$ cat config.mk
export PLATFORM = sky130hd
export DESIGN_NAME = hazard_scoreboard
export DESIGN_NICKNAME = d
export VERILOG_FILES = /design/src/rtl/hazard_pkg.sv /design/src/rtl/hazard_src_match.sv /design/src/rtl/hazard_scoreboard.sv
export SDC_FILE = /design/constraint.sdc
export NUM_CORES = 1
export LEC_CHECK = 0
export ABC_AREA = 1
export CORE_ASPECT_RATIO = 0.7
export CORE_MARGIN = 2
export CORE_UTILIZATION = 48
export CTS_CLUSTER_DIAMETER = 200
export DETAILED_ROUTE_END_ITERATION = 10
export PLACE_DENSITY = 0.9
export SLEW_MARGIN = 5
export SYNTH_ARGS = -nofsm -noshare
export SYNTH_HDL_FRONTEND = slang
export SYNTH_SLANG_ARGS = --single-unit
$ cat constraint.sdc
create_clock -name clk -period 3.6 [get_ports clk]
set_input_delay 0.72 -clock clk [delete_from_list [all_inputs] [get_ports clk]]
set_output_delay 0.72 -clock clk [all_outputs]
set_load 0.02 [all_outputs]
$ cat src/rtl/hazard_pkg.sv
// hazard_pkg
//   Shared types and defaults for the hazard scoreboard.
//   sb_entry_t  : one in-flight destination write {v, dest, ld}.
//   FWD_RF      : forwarding select value meaning "read the register file".
//   *_DEF       : default parameter values for hazard_scoreboard.
//   Optional feature macro used by the top level: HAZARD_STATS_EN.
package hazard_pkg;

    localparam int REG_W_DEF   = 4;
    localparam int NUM_SRC_DEF = 3;
    localparam int DEPTH_DEF   = 2;

    // Entries carry a fixed-width dest field so the struct can live in the
    // package; narrower register addresses are zero-extended into it.
    // REG_W of any instance must not exceed REG_W_MAX.
    localparam int REG_W_MAX = 8;

    localparam int FWD_RF = 0;

    typedef struct packed {
        logic                 v;
        logic [REG_W_MAX-1:0] dest;
        logic                 ld;
    } sb_entry_t;

endpackage

$ cat src/rtl/hazard_src_match.sv
// hazard_src_match
//   Compares one source operand against every scoreboard entry and reports
//   the youngest (lowest-index) match.
//   Ports:
//     i_id_valid       ID stage holds a real instruction
//     i_src_valid      this operand is actually read
//     i_src            source register number
//     i_sb             scoreboard, entry 0 = EXE (youngest)
//     o_match_any      some valid entry writes this source
//     o_youngest_idx   index of the youngest matching entry
//     o_youngest_is_ld that youngest entry is a load
module hazard_src_match
    import hazard_pkg::*;
#(
    parameter int REG_W = REG_W_DEF,
    parameter int DEPTH = DEPTH_DEF,
    parameter int SEL_W = $clog2(DEPTH + 1)
) (
    input  logic                  i_id_valid,
    input  logic                  i_src_valid,
    input  logic [REG_W-1:0]      i_src,
    input  sb_entry_t [DEPTH-1:0] i_sb,
    output logic                  o_match_any,
    output logic [SEL_W-1:0]      o_youngest_idx,
    output logic                  o_youngest_is_ld
);

    logic [REG_W_MAX-1:0] w_src_ext;

    assign w_src_ext = REG_W_MAX'(i_src);

    // Walk from oldest to youngest so the last hit (lowest k) wins.
    always_comb begin
        o_match_any      = 1'b0;
        o_youngest_idx   = '0;
        o_youngest_is_ld = 1'b0;
        for (int k = DEPTH - 1; k >= 0; k--) begin
            if (i_sb[k].v && i_id_valid && i_src_valid && (i_sb[k].dest == w_src_ext)) begin
                o_match_any      = 1'b1;
                o_youngest_idx   = SEL_W'(k);
                o_youngest_is_ld = i_sb[k].ld;
            end
        end
    end

endmodule

$ cat src/rtl/hazard_scoreboard.sv
// hazard_scoreboard
//   ID-stage hazard detector that tracks in-flight destination writes in its
//   own shift-register scoreboard (entry 0 = EXE, entry 1 = MEM, ...), so no
//   dest/wb/load signals are needed from later stages.
//   Ports:
//     clk, rst         clock, synchronous active-high reset
//     forward_en       1 = forward results, stall only on load-use
//     id_valid         ID holds a real instruction
//     id_src           NUM_SRC packed source registers, source i at [i*REG_W +: REG_W]
//     id_src_valid     per-source "operand is read"
//     id_dest          destination of the ID instruction
//     id_wb_en         ID instruction writes id_dest
//     id_mem_r_en      ID instruction is a load
//     freeze           hold all state (memory busy)
//     flush            kill the ID instruction (branch taken)
//     hazard_detected  stall IF/ID, bubble into EXE (combinational)
//     fwd_sel          per-source select: 0 = register file, k+1 = entry k (combinational)
//     inflight         registered count of valid scoreboard entries
//     stall_cycles     (HAZARD_STATS_EN only) saturating count of stalled cycles
//     ld_use_stalls    (HAZARD_STATS_EN only) saturating count of load-use stalls
//   Optional feature macro: HAZARD_STATS_EN.
module hazard_scoreboard
    import hazard_pkg::*;
#(
    parameter int REG_W   = REG_W_DEF,
    parameter int NUM_SRC = NUM_SRC_DEF,
    parameter int DEPTH   = DEPTH_DEF,
    parameter int SEL_W   = $clog2(DEPTH + 1)
) (
    input  logic                       clk,
    input  logic                       rst,
    input  logic                       forward_en,
    input  logic                       id_valid,
    input  logic [NUM_SRC*REG_W-1:0]   id_src,
    input  logic [NUM_SRC-1:0]         id_src_valid,
    input  logic [REG_W-1:0]           id_dest,
    input  logic                       id_wb_en,
    input  logic                       id_mem_r_en,
    input  logic                       freeze,
    input  logic                       flush,
    output logic                       hazard_detected,
    output logic [NUM_SRC*SEL_W-1:0]   fwd_sel,
`ifdef HAZARD_STATS_EN
    output logic [15:0]                stall_cycles,
    output logic [15:0]                ld_use_stalls,
`endif
    output logic [SEL_W-1:0]           inflight
);

    sb_entry_t [DEPTH-1:0] r_sb;
    sb_entry_t [DEPTH-1:0] w_sb_next;
    sb_entry_t             w_new_entry;
    logic [SEL_W-1:0]      r_inflight;
    logic [SEL_W-1:0]      w_inflight_next;

    logic [NUM_SRC-1:0]    w_match_any;
    logic [NUM_SRC-1:0]    w_youngest_ld;
    logic [SEL_W-1:0]      w_youngest_idx [NUM_SRC];
    logic [NUM_SRC-1:0]    w_ld_use;
    logic [NUM_SRC-1:0]    w_src_hazard;

    for (genvar i = 0; i < NUM_SRC; i++) begin : g_src
        hazard_src_match #(
            .REG_W (REG_W),
            .DEPTH (DEPTH),
            .SEL_W (SEL_W)
        ) u_match (
            .i_id_valid       (id_valid),
            .i_src_valid      (id_src_valid[i]),
            .i_src            (id_src[i*REG_W +: REG_W]),
            .i_sb             (r_sb),
            .o_match_any      (w_match_any[i]),
            .o_youngest_idx   (w_youngest_idx[i]),
            .o_youngest_is_ld (w_youngest_ld[i])
        );

        // Only a load still in EXE cannot be forwarded in time.
        assign w_ld_use[i]     = w_match_any[i] && (w_youngest_idx[i] == '0) && w_youngest_ld[i];
        assign w_src_hazard[i] = forward_en ? w_ld_use[i] : w_match_any[i];

        assign fwd_sel[i*SEL_W +: SEL_W] = (forward_en && w_match_any[i])
                                         ? SEL_W'(w_youngest_idx[i] + SEL_W'(1))
                                         : SEL_W'(FWD_RF);
    end

    assign hazard_detected = |w_src_hazard;

    // A stalled or flushed instruction enters EXE as a bubble.
    always_comb begin
        w_new_entry.v    = id_valid && id_wb_en && !hazard_detected && !flush;
        w_new_entry.dest = REG_W_MAX'(id_dest);
        w_new_entry.ld   = id_mem_r_en;
    end

    always_comb begin
        w_sb_next    = r_sb;
        w_sb_next[0] = w_new_entry;
        for (int k = 1; k < DEPTH; k++) begin
            w_sb_next[k] = r_sb[k-1];
        end
    end

    always_comb begin
        w_inflight_next = '0;
        for (int k = 0; k < DEPTH; k++) begin
            w_inflight_next = w_inflight_next + SEL_W'(w_sb_next[k].v);
        end
    end

    always_ff @(posedge clk) begin
        if (rst) begin
            r_sb       <= '0;
            r_inflight <= '0;
        end else if (!freeze) begin
            r_sb       <= w_sb_next;
            r_inflight <= w_inflight_next;
        end
    end

    assign inflight = r_inflight;

`ifdef HAZARD_STATS_EN
    logic [15:0] r_stall_cycles;
    logic [15:0] r_ld_use_stalls;
    logic        w_ld_use_stall;

    assign w_ld_use_stall = hazard_detected && (|w_ld_use);

    always_ff @(posedge clk) begin
        if (rst) begin
            r_stall_cycles  <= '0;
            r_ld_use_stalls <= '0;
        end else if (!freeze) begin
            if (hazard_detected && (r_stall_cycles != 16'hFFFF)) begin
                r_stall_cycles <= r_stall_cycles + 16'd1;
            end
            if (w_ld_use_stall && (r_ld_use_stalls != 16'hFFFF)) begin
                r_ld_use_stalls <= r_ld_use_stalls + 16'd1;
            end
        end
    end

    assign stall_cycles  = r_stall_cycles;
    assign ld_use_stalls = r_ld_use_stalls;
`else
    // Statistics counters are not built in this configuration.
`endif

endmodule

=== Word level (Yosys, flattened, before mapping) ===
Cells that the tools add are included.

* Flip-flop bits (word level): 14
* Bits of input ports: 27
* Output and inout port bits: 9

* Add/sub/neg operators: 4
* Eq/ne operators: 6
* Muxes and demuxes: 24
* Reductions and logical operators: 32

{| class="wikitable"
|+ Operators by type and width
! operator !! count
|-
| logical AND 1 bit || 26
|-
| == test 4 bit || 6
|-
| two-way mux 1 bit || 21
|-
| adder 2 x 1 -> 2 bit (second input constant) || 3
|-
| zero test 2 bit || 3
|-
| two-way mux 2 bit || 3
|-
| OR reduction 3 bit || 1
|-
| adder 1 x 1 -> 2 bit || 1
|-
| zero test 1 bit || 2
|}

=== Depth between registers and ports, before layout ===
* Word-level depth: 14
* Depth in mapped cells: 12
* Gate-level depth less buffers: 12

=== Modules after synthesis ===
From an unflattened synthesis, not the netlist that was laid out.

* Cells, all modules: 277
* Area, all modules: 1519.0 um2

{| class="wikitable"
|+ Modules (own cells, without submodules)
! module !! times used !! cells each !! area each (um2) !! seq. area each (um2)
|-
| hazard_src_match || 3 || 60 || 287.8 || 0.0
|-
| hazard_scoreboard || 1 || 97 || 655.6 || 280.3
|}

=== Worst setup path after synthesis ===
No wires, ideal clock.

* Path type: input port to output port
* From: input port id_valid
* To: output port fwd_sel[0]
* Data arrival time: 1.378 ns
* Data required time: 2.880 ns
* Slack: 1.502 ns
* Cell stages on the path: 6
* Cell sequence: nand2_1 clkinv_1 nand2_1 nor2_1 nand3_2 nor2_1

* Cells in the longest elaborated chain, start to end: 7
* Elaborated cells between the ends (all ways): 13
* Those cells by class: add/sub (1); mux (5); reduce/logical (7)

{| class="wikitable"
|+ RTL lines
! item !! line !! RTL
|-
| start: declaration || hazard_scoreboard.sv:33 || <nowiki>input logic id_valid,</nowiki>
|-
| logical AND 1 bit (3 in a row) || hazard_src_match.sv:38 || <nowiki>if (i_sb[k].v && i_id_valid && i_src_valid && (i_sb[k].dest == w_src_ext)) begin</nowiki>
|-
| two-way mux 1 bit (2 in a row) || hazard_src_match.sv:38 ||
|-
| adder 2 x 1 -> 2 bit / logical AND 1 bit (equally long branches) || hazard_scoreboard.sv:82, hazard_scoreboard.sv:81 ||
|-
| two-way mux 2 bit * || hazard_scoreboard.sv:82 || <nowiki>? SEL_W'(w_youngest_idx[i] + SEL_W'(1))</nowiki>
|-
| end: declaration || hazard_scoreboard.sv:42 || <nowiki>output logic [NUM_SRC*SEL_W-1:0] fwd_sel,</nowiki>
|}

Every way passes the cells marked *; elsewhere a longest branch is shown, timed or not.

=== Worst setup path after layout ===
* From: input port id_valid
* To: output port hazard_detected

* Cells in the longest elaborated chain, start to end: 10
* Elaborated cells between the ends (all ways): 45
* Those cells by class: mux (21); reduce/logical (24)

{| class="wikitable"
|+ RTL lines
! item !! line !! RTL
|-
| logical AND 1 bit (3 in a row) || hazard_src_match.sv:38 ||
|-
| two-way mux 1 bit (2 in a row) || hazard_src_match.sv:38 ||
|-
| zero test 2 bit || hazard_scoreboard.sv:78 || <nowiki>assign w_ld_use[i] = w_match_any[i] && (w_youngest_idx[i] == '0) && w_youngest_ld[i];</nowiki>
|-
| logical AND 1 bit (2 in a row) || hazard_scoreboard.sv:78 ||
|-
| two-way mux 1 bit || hazard_scoreboard.sv:79 || <nowiki>assign w_src_hazard[i] = forward_en ? w_ld_use[i] : w_match_any[i];</nowiki>
|-
| OR reduction 3 bit * || hazard_scoreboard.sv:86 || <nowiki>assign hazard_detected = |w_src_hazard;</nowiki>
|-
| end: declaration || hazard_scoreboard.sv:41 || <nowiki>output logic hazard_detected,</nowiki>
|}

Marked as above.

==> impl_metrics.yaml <==
logic_synthesis:
  netlist_instances: 174
  ys_seq_area_share_pct: 25.3
  synth_cell_type_count: 24
  yosysMostFrequentCell: "sky130_fd_sc_hd__nand2_1"
  synthesis.yosys.warnings: 0
  synth.cell_area_um2: 1030
  dominantRegCellSynth: "sky130_fd_sc_hd__dfxtp_1"
  postSynthNetCount: 202
  yosys-top-cells-area: "sky130_fd_sc_hd__dfxtp_1 (25%), sky130_fd_sc_hd__nand2_1 (25%), sky130_fd_sc_hd__nor2_1 (9.1%)"
  async_reset_ff_share_pct: 0
  synth-edff-count: 0
  synth-seq-cells: 13
  synth_top_area_share_pct: 25.3
  synth_largest_area_cell: "sky130_fd_sc_hd__dfxtp_1"
  synth.cells.most_frequent: "sky130_fd_sc_hd__nand2_1 (69), sky130_fd_sc_hd__nor2_1 (25), sky130_fd_sc_hd__inv_1 (16)"
  post_synthesis_mean_instance_area_um2: 5.90
run_status:
  outcome: "complete, no violations"
grt:
  grt_use_total_pct: 23.9
  grt_first_pass_wirelength_mm: 4.66
  grt_start_max_net_pins: 22
  grt_pass1_vias: 1138
  antenna_found_initial: 0
  grt_residual_overflow: 0
final_layout:
  net_count_final: 239
  post_layout_cell_count: 232
  diodes_inserted: 0
  synthToLayoutAreaGrowth_pct: 38.1
  fin_area_um2: 1420
  fill_cells: 176
  post_route_cells_drive_above_1_share_pct: 11.9
  final_core_util_pct: 73.3
floorplan:
  core_area_um2: 1940
  die-area_um2: 2530
  floorplan.die.width_um: 59.3
  fp.dieH_um: 42.7
  initial_utilization_pct: 53.1
  ioPinCount: 36
  rows: 13
route:
  firstDrtPassIters: 4
  detail_route.wirelength_mm: 2.80
  first_iter_violations: 77
  dr_total_vias: 1222
  detail-route-antenna-nets: 0
  drt_drc_violations_left: 0
  route.detailed.wl_per_inst_um: 12.1
  viasPerCell: 5.27
timing:
  setup_viol_count_final: 0
  hold_violations: 0
  finalMaxSlewViolations: 0
  tightestPinTransition_ns: 0.629
  min_period_over_period_pct: 92.3
  finClkSkew_ns: 0.00210
  final.min_clock_period_ns: 3.32
  max_clock_freq_ghz: 0.301
  setup_total_negative_slack_ns: 0
  postLayoutSetupSlackWorst_ns: 0.277
  grt_setup_unrepaired: "no"
  max-slew-margin-rel_pct: 58.0
placed_design:
  postPlaceCellArea_um2: 1390
  pre_cts_slack_ns: 0.307
  numPortBuffers: 35
  post-place-cells: 228
  gpl.final_weighted_congestion: 0.889
  detailedPlacementHpwl_mm: 2.31
clock_tree:
  clock_tree.root_cell: "sky130_fd_sc_hd__clkbuf_4"
  post_cts_resize_count: 0
  clock_insertion_delay_worst_skew_ns: 0.27
  post-cts-setup-buffers: 0
  clkSinkCount: 13
  ctsHtreeMaxLevel: 1
  cts_tree: "yes"
  worst_setup_hold_path_clk_slew_ns: 0.07
  ctsHoldBuffers: 0
  cts_made_buffers: 3
  ctsLongestPathBuffers: 2
worst_hold_path:
  timing.hold.worst_path_depth: 2
  min_path_type: "reg -> reg"
worst_setup_path:
  worst_setup_path_startpoint: "id_valid"
  library_cell_appearing_most_often_on_the_critical_path: "sky130_fd_sc_hd__nand2_1"
  timing.critical_path.arrival_ns: 2.60
  crit_slowest_cell: "sky130_fd_sc_hd__clkdlybuf4s50_1"
  timing.critical_path.cells: "clkdlybuf4s50_1 -> nand2_1 -> clkinv_1 -> nand2_1 -> nor2_2 -> nand3_2 -> nand3_2 -> nand2_2 -> nand2_1 -> clkdlybuf4s50_1"
  r2r_start: "r_sb[1]$_SDFFE_PP0N_"
  crit_fanout: 5
  timing.critical_path.to_type: "output port"
  setup.worst_path.class: "in -> out"
  regToRegSetupSlack_ns: 1.85
  max_stage_delay_ns: 0.60
  critPathLaunchType: "primary input"
  timing.reg2reg.worst_path_depth: 12
  critical_path.reg2reg.endpoint: "inflight[0]$_SDFFE_PP0N_"
  worst_setup_path_endpoint: "hazard_detected"
  worst-endpoint-required_ns: 2.88
job:
  cap_violations: 0
power_and_ir_drop:
  ir_worst_vdd_mv: 0.173
  static-leakage-power_nw: 0.675
  power.density_cell_area_nw_per_um2: 252
## worst min-delay path by stage
stage / slack [ns] / startpoint / endpoint
floorplan: 0.44 / r_sb[0]$_SDFFE_PP0N_ / r_sb[0]$_SDFFE_PP0N_
global placement: 0.46 / inflight[0]$_SDFFE_PP0N_ / inflight[0]$_SDFFE_PP0N_
detailed placement: 0.47 / r_sb[0]$_SDFFE_PP0N_ / r_sb[0]$_SDFFE_PP0N_
CTS: 0.48 / r_sb[0]$_SDFFE_PP0N_ / r_sb[0]$_SDFFE_PP0N_
global route: 0.51 / inflight[1]$_SDFFE_PP0N_ / inflight[1]$_SDFFE_PP0N_
finish: 0.47 / r_sb[0]$_SDFFE_PP0N_ / r_sb[0]$_SDFFE_PP0N_
## worst max-delay path, delay by kind of cell
kind,cells,cell delay [ns]
buf+inv,3,1.24
simple gates,7,0.64
## cell type report
class | instances | area (um^2) | area share, %
flip-flops and latches | 13 | 260 | 18.3
clock buffers | 4 | 26.3 | 1.85
multi-input cells | 134 | 664 | 46.8
repair buffers | 35 | 350 | 24.7
well taps | 22 | 27.5 | 1.94
inverters | 24 | 90.1 | 6.35
## where the power goes
part | internal [mW] | leakage, nW | switching [mW]
registers | 0.152 | 0.107 | 0.0107
logic | 0.0519 | 0.553 | 0.0560
clock network | 0.0430 | 0.0150 | 0.0443
total | 0.247 | 0.675 | 0.111
## kinds of logic after synthesis
kind of cell,Yosys count,share of synthesized area [%]
XOR/XNOR,4,3.41
AO/OA/AOI/OAI,18,12.1
AND/OR/NAND/NOR,111,48.0
buffers and inverters,27,9.99
flip-flops,13,25.3
adder cells (fa/ha/maj),1,1.22
## metrics by stage
stage                     power, mW  hold WS (ns)
after floorplan               0.222         0.441
after global placement        0.268         0.456
after detailed placement      0.272         0.466
after CTS                     0.359         0.477
after global routing          0.382         0.508
final                         0.358         0.472
## layer usage
layer	GRT usage [%]	share of wire (%)
met5	0	0
met3	2.74	11
met1	33.1	44
met4	16.8	4.3
met2	34.1	41
## placed cells by master (no fill, tap or decap), drive strengths merged
cell type	n
a211oi	8
dfxtp	13
nand2	70
ha	1
or2	1
nand3	12
clkdlybuf4s50	35
a21oi	5
o21ai	4
o21bai	1
clkbuf	4
inv	23
nor2	28
clkinv	1
xnor2	4
## flip-flops by register name, summed over array words and instances (netlist names)
| register | flops |
|---|---|
| r_sb | 11 |
| inflight | 2 |
Power figures use the tool's default switching activity.
